[config.mk]
export PLATFORM = sky130hd
export DESIGN_NAME = src_packer
export DESIGN_NICKNAME = d
export VERILOG_FILES = /design/src/rtl/src_pkg.sv /design/src/rtl/src_lane_sel.sv /design/src/rtl/src_packer.sv
export SDC_FILE = /design/constraint.sdc
export NUM_CORES = 2
export LEC_CHECK = 0
export BUFFER_PORTS_ARGS = -buffer_cell sky130_fd_sc_hd__buf_4
export CAP_MARGIN = 40
export CORE_AREA = 4 4 431 433
export CTS_CLUSTER_DIAMETER = 40
export DETAILED_ROUTE_END_ITERATION = 8
export DIE_AREA = 0 0 435 437
export GPL_TIMING_DRIVEN = 0
export PLACE_DENSITY_LB_ADDON = 0.25
export SKIP_LAST_GASP = 1
export SYNTH_ARGS = -nofsm -noshare
export SYNTH_HDL_FRONTEND = slang
export SYNTH_HIERARCHICAL = 1
export SYNTH_SLANG_ARGS = --single-unit
[constraint.sdc]
create_clock -name clk -period 3.1 [get_ports clk]
set_clock_uncertainty 0.15 [all_clocks]
set_input_delay 0 -clock clk [delete_from_list [all_inputs] [get_ports clk]]
set_output_delay 0 -clock clk [all_outputs]
set_load 0.1 [all_outputs]
[src/rtl/src_pkg.sv]
// ---------------------------------------------------------------------------
// src_pkg
//   Shared definitions for the source-buffer path: the packer FSM state
//   type, line/address geometry and a 32-bit byte-swap helper.
//   The source buffer imports the same constants so both ends agree on the
//   line width, address width and per-line word stride.
// ---------------------------------------------------------------------------
package src_pkg;

    typedef enum logic [1:0] {
        IDLE  = 2'd0,
        FILL  = 2'd1,
        WRITE = 2'd2,
        DONE  = 2'd3
    } src_pack_state_t;

    localparam int SRC_LINE_W = 1024;  // one buffer line = 32 words of 32 bits
    localparam int SRC_ADDR_W = 9;     // bit 8 = bank, bits 7:0 = word index
    localparam int SRC_STRIDE = 32;    // word-address step per line
    localparam int SRC_WORD_W = 32;

    // Reverse the byte order of one 32-bit word: {b0,b1,b2,b3}.
    function automatic logic [SRC_WORD_W-1:0] bswap32(input logic [SRC_WORD_W-1:0] w);
        return {w[7:0], w[15:8], w[23:16], w[31:24]};
    endfunction

endpackage

[src/rtl/src_lane_sel.sv]
// ---------------------------------------------------------------------------
// src_lane_sel
//   Combinational helper for src_packer.
//   - Decodes the current beat index into a one-hot lane write-enable.
//   - Presents the beat data to be stored in that lane. When the macro
//     SRC_PACKER_BSWAP_EN is defined every 32-bit word of the beat is
//     byte-swapped; otherwise the beat passes through unchanged.
// Ports
//   beat_idx  in   IDX_W   lane index of the beat being accepted
//   data_i    in   IN_W    raw beat data
//   lane_en   out  LANES   one-hot lane select
//   data_o    out  IN_W    data to write into the selected lane
// ---------------------------------------------------------------------------
module src_lane_sel
    import src_pkg::*;
#(
    parameter int IN_W  = 64,
    parameter int LANES = 16,
    parameter int IDX_W = 4
) (
    input  logic [IDX_W-1:0] beat_idx,
    input  logic [IN_W-1:0]  data_i,
    output logic [LANES-1:0] lane_en,
    output logic [IN_W-1:0]  data_o
);

    genvar gi;

    generate
        for (gi = 0; gi < LANES; gi++) begin : g_lane_dec
            assign lane_en[gi] = (beat_idx == IDX_W'(gi));
        end
    endgenerate

`ifdef SRC_PACKER_BSWAP_EN
    // IN_W is a multiple of 32 in this build; each word is swapped in place.
    generate
        for (gi = 0; gi < IN_W / SRC_WORD_W; gi++) begin : g_bswap
            assign data_o[gi*SRC_WORD_W +: SRC_WORD_W] =
                bswap32(data_i[gi*SRC_WORD_W +: SRC_WORD_W]);
        end
    endgenerate
`else
    assign data_o = data_i;
`endif

endmodule

[src/rtl/src_packer.sv]
// ---------------------------------------------------------------------------
// src_packer
//   Packs a narrow valid/ready beat stream into OUT_W-bit lines and writes
//   each finished line into the source buffer with a one-cycle strobe.
//   A start command gives the first line address and the number of lines;
//   the address advances by STRIDE words per line and wraps modulo
//   2^ADDR_W, so consecutive lines run across both banks.
//
//   Optional build macro: SRC_PACKER_BSWAP_EN (byte-swap each 32-bit word
//   of the incoming beat before packing). Timing is identical either way.
//
// Ports
//   clk         in   1       clock, rising edge
//   rst_n       in   1       asynchronous reset, active low
//   start       in   1       command pulse, honoured only when idle
//   start_addr  in   ADDR_W  first line address (low bits below STRIDE ignored)
//   line_cnt    in   5       number of lines, 0..16
//   busy        out  1       command in progress
//   done        out  1       one-cycle completion pulse
//   len_err     out  1       with done: s_last arrived before the final line
//   s_valid     in   1       beat valid
//   s_ready     out  1       beat ready (only while filling a line)
//   s_data      in   IN_W    beat data, beat 0 in the lowest bits
//   s_last      in   1       final beat of the transfer
//   src_v       out  1       line write strobe
//   src_a       out  ADDR_W  line word address
//   src_d       out  OUT_W   packed line
// ---------------------------------------------------------------------------
module src_packer
    import src_pkg::*;
#(
    parameter int IN_W   = 64,          // must divide OUT_W
    parameter int OUT_W  = SRC_LINE_W,
    parameter int ADDR_W = SRC_ADDR_W,
    parameter int STRIDE = SRC_STRIDE
) (
    input  logic              clk,
    input  logic              rst_n,
    input  logic              start,
    input  logic [ADDR_W-1:0] start_addr,
    input  logic [4:0]        line_cnt,
    output logic              busy,
    output logic              done,
    output logic              len_err,
    input  logic              s_valid,
    output logic              s_ready,
    input  logic [IN_W-1:0]   s_data,
    input  logic              s_last,
    output logic              src_v,
    output logic [ADDR_W-1:0] src_a,
    output logic [OUT_W-1:0]  src_d
);

    localparam int LANES = OUT_W / IN_W;
    localparam int IDX_W = (LANES > 1) ? $clog2(LANES) : 1;
    localparam logic [IDX_W-1:0]  LAST_IDX  = IDX_W'(LANES - 1);
    // Clears the word-index bits below one line so the start address is line aligned.
    localparam logic [ADDR_W-1:0] ADDR_MASK = ~(ADDR_W'(STRIDE - 1));

    src_pack_state_t   state_q, state_d;
    logic [IDX_W-1:0]  beat_idx_q, beat_idx_d;
    logic [4:0]        lines_left_q, lines_left_d;
    logic [ADDR_W-1:0] addr_q, addr_d;
    logic [OUT_W-1:0]  line_q, line_d;
    logic              last_taken_q, last_taken_d;   // s_last closed the current line
    logic              err_q, err_d;                 // transfer ended short

    logic              s_ready_q, s_ready_d;
    logic              src_v_q, src_v_d;
    logic [ADDR_W-1:0] src_a_q, src_a_d;
    logic [OUT_W-1:0]  src_d_q, src_d_d;
    logic              busy_q, busy_d;
    logic              done_q, done_d;
    logic              len_err_q, len_err_d;

    logic [LANES-1:0]  lane_en;
    logic [IN_W-1:0]   beat_data;
    logic [OUT_W-1:0]  line_w;
    logic              hs;

    // s_ready is a registered decode of FILL, so it is the handshake qualifier.
    assign hs = s_valid & s_ready_q;

    src_lane_sel #(
        .IN_W  (IN_W),
        .LANES (LANES),
        .IDX_W (IDX_W)
    ) u_lane_sel (
        .beat_idx (beat_idx_q),
        .data_i   (s_data),
        .lane_en  (lane_en),
        .data_o   (beat_data)
    );

    always_comb begin
        // Current line with the accepted beat merged into its lane. Feeding
        // this straight into src_d lets the write happen the cycle after the
        // closing beat without a separate merge cycle.
        line_w = line_q;
        for (int i = 0; i < LANES; i++) begin
            if (hs && lane_en[i]) begin
                line_w[i*IN_W +: IN_W] = beat_data;
            end
        end

        state_d      = state_q;
        beat_idx_d   = beat_idx_q;
        lines_left_d = lines_left_q;
        addr_d       = addr_q;
        line_d       = line_q;
        last_taken_d = last_taken_q;
        err_d        = err_q;
        src_a_d      = src_a_q;
        src_d_d      = src_d_q;

        case (state_q)
            IDLE: begin
                if (start) begin
                    last_taken_d = 1'b0;
                    err_d        = 1'b0;
                    if (line_cnt != 5'd0) begin
                        state_d      = FILL;
                        addr_d       = start_addr & ADDR_MASK;
                        lines_left_d = line_cnt;
                        beat_idx_d   = '0;
                        line_d       = '0;
                    end else begin
                        state_d = DONE;
                    end
                end
            end

            FILL: begin
                line_d = line_w;
                if (hs) begin
                    beat_idx_d = beat_idx_q + IDX_W'(1);
                    if (beat_idx_q == LAST_IDX || s_last) begin
                        state_d      = WRITE;
                        src_a_d      = addr_q;
                        src_d_d      = line_w;
                        last_taken_d = s_last;
                        // Only a last beat that exactly completes the final line is a clean end.
                        err_d        = s_last &&
                                       !(lines_left_q == 5'd1 && beat_idx_q == LAST_IDX);
                    end
                end
            end

            WRITE: begin
                addr_d       = addr_q + ADDR_W'(STRIDE);
                lines_left_d = lines_left_q - 5'd1;
                // The line has been captured in src_d; clear it so unwritten
                // lanes of the next line read as zero.
                line_d       = '0;
                beat_idx_d   = '0;
                state_d      = (lines_left_q == 5'd1 || last_taken_q) ? DONE : FILL;
            end

            DONE: begin
                state_d = IDLE;
            end

            default: begin
                state_d = IDLE;
            end
        endcase

        // Outputs are registered decodes of the next state.
        s_ready_d = (state_d == FILL);
        src_v_d   = (state_d == WRITE);
        busy_d    = (state_d != IDLE);
        done_d    = (state_d == DONE);
        len_err_d = (state_d == DONE) && err_d;
    end

    always_ff @(posedge clk or negedge rst_n) begin
        if (!rst_n) begin
            state_q      <= IDLE;
            beat_idx_q   <= '0;
            lines_left_q <= '0;
            addr_q       <= '0;
            line_q       <= '0;
            last_taken_q <= 1'b0;
            err_q        <= 1'b0;
            s_ready_q    <= 1'b0;
            src_v_q      <= 1'b0;
            src_a_q      <= '0;
            src_d_q      <= '0;
            busy_q       <= 1'b0;
            done_q       <= 1'b0;
            len_err_q    <= 1'b0;
        end else begin
            state_q      <= state_d;
            beat_idx_q   <= beat_idx_d;
            lines_left_q <= lines_left_d;
            addr_q       <= addr_d;
            line_q       <= line_d;
            last_taken_q <= last_taken_d;
            err_q        <= err_d;
            s_ready_q    <= s_ready_d;
            src_v_q      <= src_v_d;
            src_a_q      <= src_a_d;
            src_d_q      <= src_d_d;
            busy_q       <= busy_d;
            done_q       <= done_d;
            len_err_q    <= len_err_d;
        end
    end

    assign s_ready = s_ready_q;
    assign src_v   = src_v_q;
    assign src_a   = src_a_q;
    assign src_d   = src_d_q;
    assign busy    = busy_q;
    assign done    = done_q;
    assign len_err = len_err_q;

endmodule

==> impl_metrics.ini <==
[synthesis]
synth_ff_type = dfrtp_1
synth-edff-count = 0
async_flop_share = 1.00
yosys_warnings = 6
ys_types = 43
synthCells = 7241
avgSynthCellArea_um2 = 11.8
yosysTopAreaCell = dfrtp_1
seq_area_frac_synth = 0.609
netlist.area_leader.share = 0.609
ys_ff_latch = 2074
yosys-top-cells-area = dfrtp_1 (61%), mux2i_1 (12%), o2bb2ai_1 (9.2%)
netlist_area_um2 = 85300

[critical_path]
cp.arrival_ns = 3.76
critical_path_class = reg2reg
cp_max_fo = 11
endpoint_kind = flop
r2r_start = beat_idx_q[2]
setup.worst_path.start_class = flop
startpoint = beat_idx_q[2]
worstPathRequired_ns = 3.75

[global_routing]
grt_max_degree = 182
gr-total-overflow = 0
grt_pass1_wl_um = 537000
grt_pass1_vias = 70400
antenna_found_initial = 48
grt_use_total = 0.397

[layout]
fin_nets = 8891
final_area_um2 = 110000
nFillCells = 14800
drive_gt1_frac = 0.234
final_cell_mix = dfrtp_1 (2072), buf_4 (1163), nand2_1 (1120)
area_delta_synth_final_pct = 28.4
final_common_cell = dfrtp_1
final_util = 0.601
instances_no_fill = 11400

[sta]
rsz0062_at_grt = no
worst_pin_slew_ns = 1.08
slew_headroom = 0.279
layout_setup_ws_ns = -0.00747
min_period_ns = 3.11
max_freq_mhz = 322
fin_crit_sh = 1.00
drv_slew = 0
hold_slack_ns = -1.14
setup_tns_ns = -0.00747
setup_viol = 1
hold_viol = 736

[die]
start_util = 0.468
die_w_um = 435
rows = 157
die_h_um = 437
coreArea_um2 = 182000
ios = 1121
die_area_um2 = 190000

[route]
via_per_inst = 6.22
drtIter0Drc = 8016
wl_um = 387000
ant_nets = 0
dr.pass1.iters = 6
drc_errors = 0
dr_total_vias = 71200
avgRoutedWirePerCell_um = 33.8

[outcome]
status = finished with violations
violations = negative hold slack, negative setup slack

[clocking]
clock-sinks = 2074
cts_buffers = 298
cts_buffer_depth = 4
clk_latency_ns = 0.93
cts_htree_levels = 5
clkTransAtPathRegs_ns = 0.06
cts-root-buf = clkbuf_16
cts_tree = built

[placed_design]
dpl-instance-area_um2 = 98100
gp_congestion = 0.930
port_buffers = 1045
place_inst = 10800
hpwl_um = 279000

[power]
seq_power_share = 0.325
power.switching_uw = 41200
power_frac_clock = 0.347
p_int_uw = 57700
leakage_uw = 0.0559
swShare = 0.417
peakVddDrop_mv = 0.683
combPwrFrac = 0.328
power_density_nw_per_um2 = 904

[job]
max_cap_viol_count = 0

[hold_path]
hold_path_class = in2async
critical path, stage by stage (launching register included):
cell and delay, ns:
dfrtp_1 0.57, buf_4 0.27, nor4_2 0.06, nand3_1 0.12, buf_2 0.59, clkbuf_2 0.45
mux2i_1 0.59, o21ai_0 0.16
what timing repair did:
| item | in CTS | in global routing |
|---|---|---|
| setup buffers | 0 | 1 |
| pin swaps | 0 | 1 |
| hold endpoints to repair | 1544 | 625 |
| endpoints found under the setup margin | 1043 | 396 |
| gates cloned | 0 | 1 |
| hold buffers | 100 | 5 |
| gates resized for setup | 55 | 51 |
synth_stat cells, types with 2 or more instances:
library cell and number:
nand3_1 19, o21ai_2 2, buf_6 7, buf_1 58, a31oi_1 4, and3_1 3
buf_2 251, a32o_1 12, nand2_1 1129, a21oi_1 10, and4b_1 5, o2bb2ai_1 897
a22o_1 119, inv_1 4, and2_1 3, clkbuf_1 411, nor2_1 9, nor3_1 3
mux2i_1 1024, buf_4 108, nor4b_2 4, ha_1 4, o21ai_0 742, o21ai_1 308
nor2b_1 3, dfrtp_1 2074, nand2b_1 4, nor4_2 2, and4bb_2 6, a211oi_1 3
metal layers:
| layer | global-route usage | routed length (um) | up-vias |
|---|---|---|---|
| li1 | - | - | 29000 |
| met1 | 0.483 | 139000 | 36300 |
| met2 | 0.556 | 161000 | 4617 |
| met3 | 0.123 | 42000 | 1250 |
| met4 | 0.379 | 44500 | 20 |
| met5 | 0 | 139 | - |
metrics by stage:
stage	worst slack (ns)	total power (uW)
global placement	-23.34	62600
detailed placement	-0.564	64000
floorplan	0.464	51500
CTS	-0.0183	98300
finish	-0.00747	99000
global route	0.00612	101000
sequential cells by signal, indices dropped and copies added, names as in the netlist, 2 cells and up:
| name | flops |
|---|---|
| addr_q | 4 |
| beat_idx_q | 4 |
| line_q | 1024 |
| lines_left_q | 5 |
| src_a | 4 |
| src_d | 1024 |
| state_q | 2 |
layout make-up:
type / count / area, um2 / share of cell area
timing repair buffer: 1260 / 11000 / 0.100
sequential: 2074 / 51900 / 0.474
inverter: 4 / 15.0 / 0.000137
clock buffer: 366 / 8160 / 0.0745
clock inverter: 140 / 1760 / 0.0161
multi-input combinational: 4332 / 29500 / 0.270
buffer: 834 / 4090 / 0.0374
tap: 2385 / 2980 / 0.0272
antenna: 37 / 92.6 / 0.000845
logic make-up after synthesis:
group | after synthesis | share of synthesized area
AND/OR/NAND/NOR | 1193 | 0.0551
other | 1 | 0.0000440
buffers and inverters | 839 | 0.0460
flip-flops | 2074 | 0.609
AO/OA/AOI/OAI | 2105 | 0.170
adder cells (fa/ha/maj) | 4 | 0.000587
multiplexers | 1025 | 0.120
path summary, 6_finish.rpt:
path                         endpoint  slack (ns)  cells after the start
min in group clk           src_d[144]        0.08                      5
max in group asynchronous  src_d[619]        1.03                      4
hold reg to reg              src_d[1]        0.33                      2
setup reg to reg            src_d[12]      -0.007                      7
setup / recovery            src_d[12]      -0.007                      7
hold / removal             src_d[704]       -1.14                      1
power by group through the flow:
stage / Combinational (uW) / Clock, uW / Sequential [uW]
3_5_place_dp: 31500 / 0 / 32500
4_1_cts: 31900 / 34400 / 32100
5_1_grt: 33100 / 35600 / 32300
2_1_floorplan: 8050 / 0 / 43500
3_3_place_gp: 30200 / 0 / 32400
6_report: 32400 / 34400 / 32200
(Power assumes the default switching activity.)
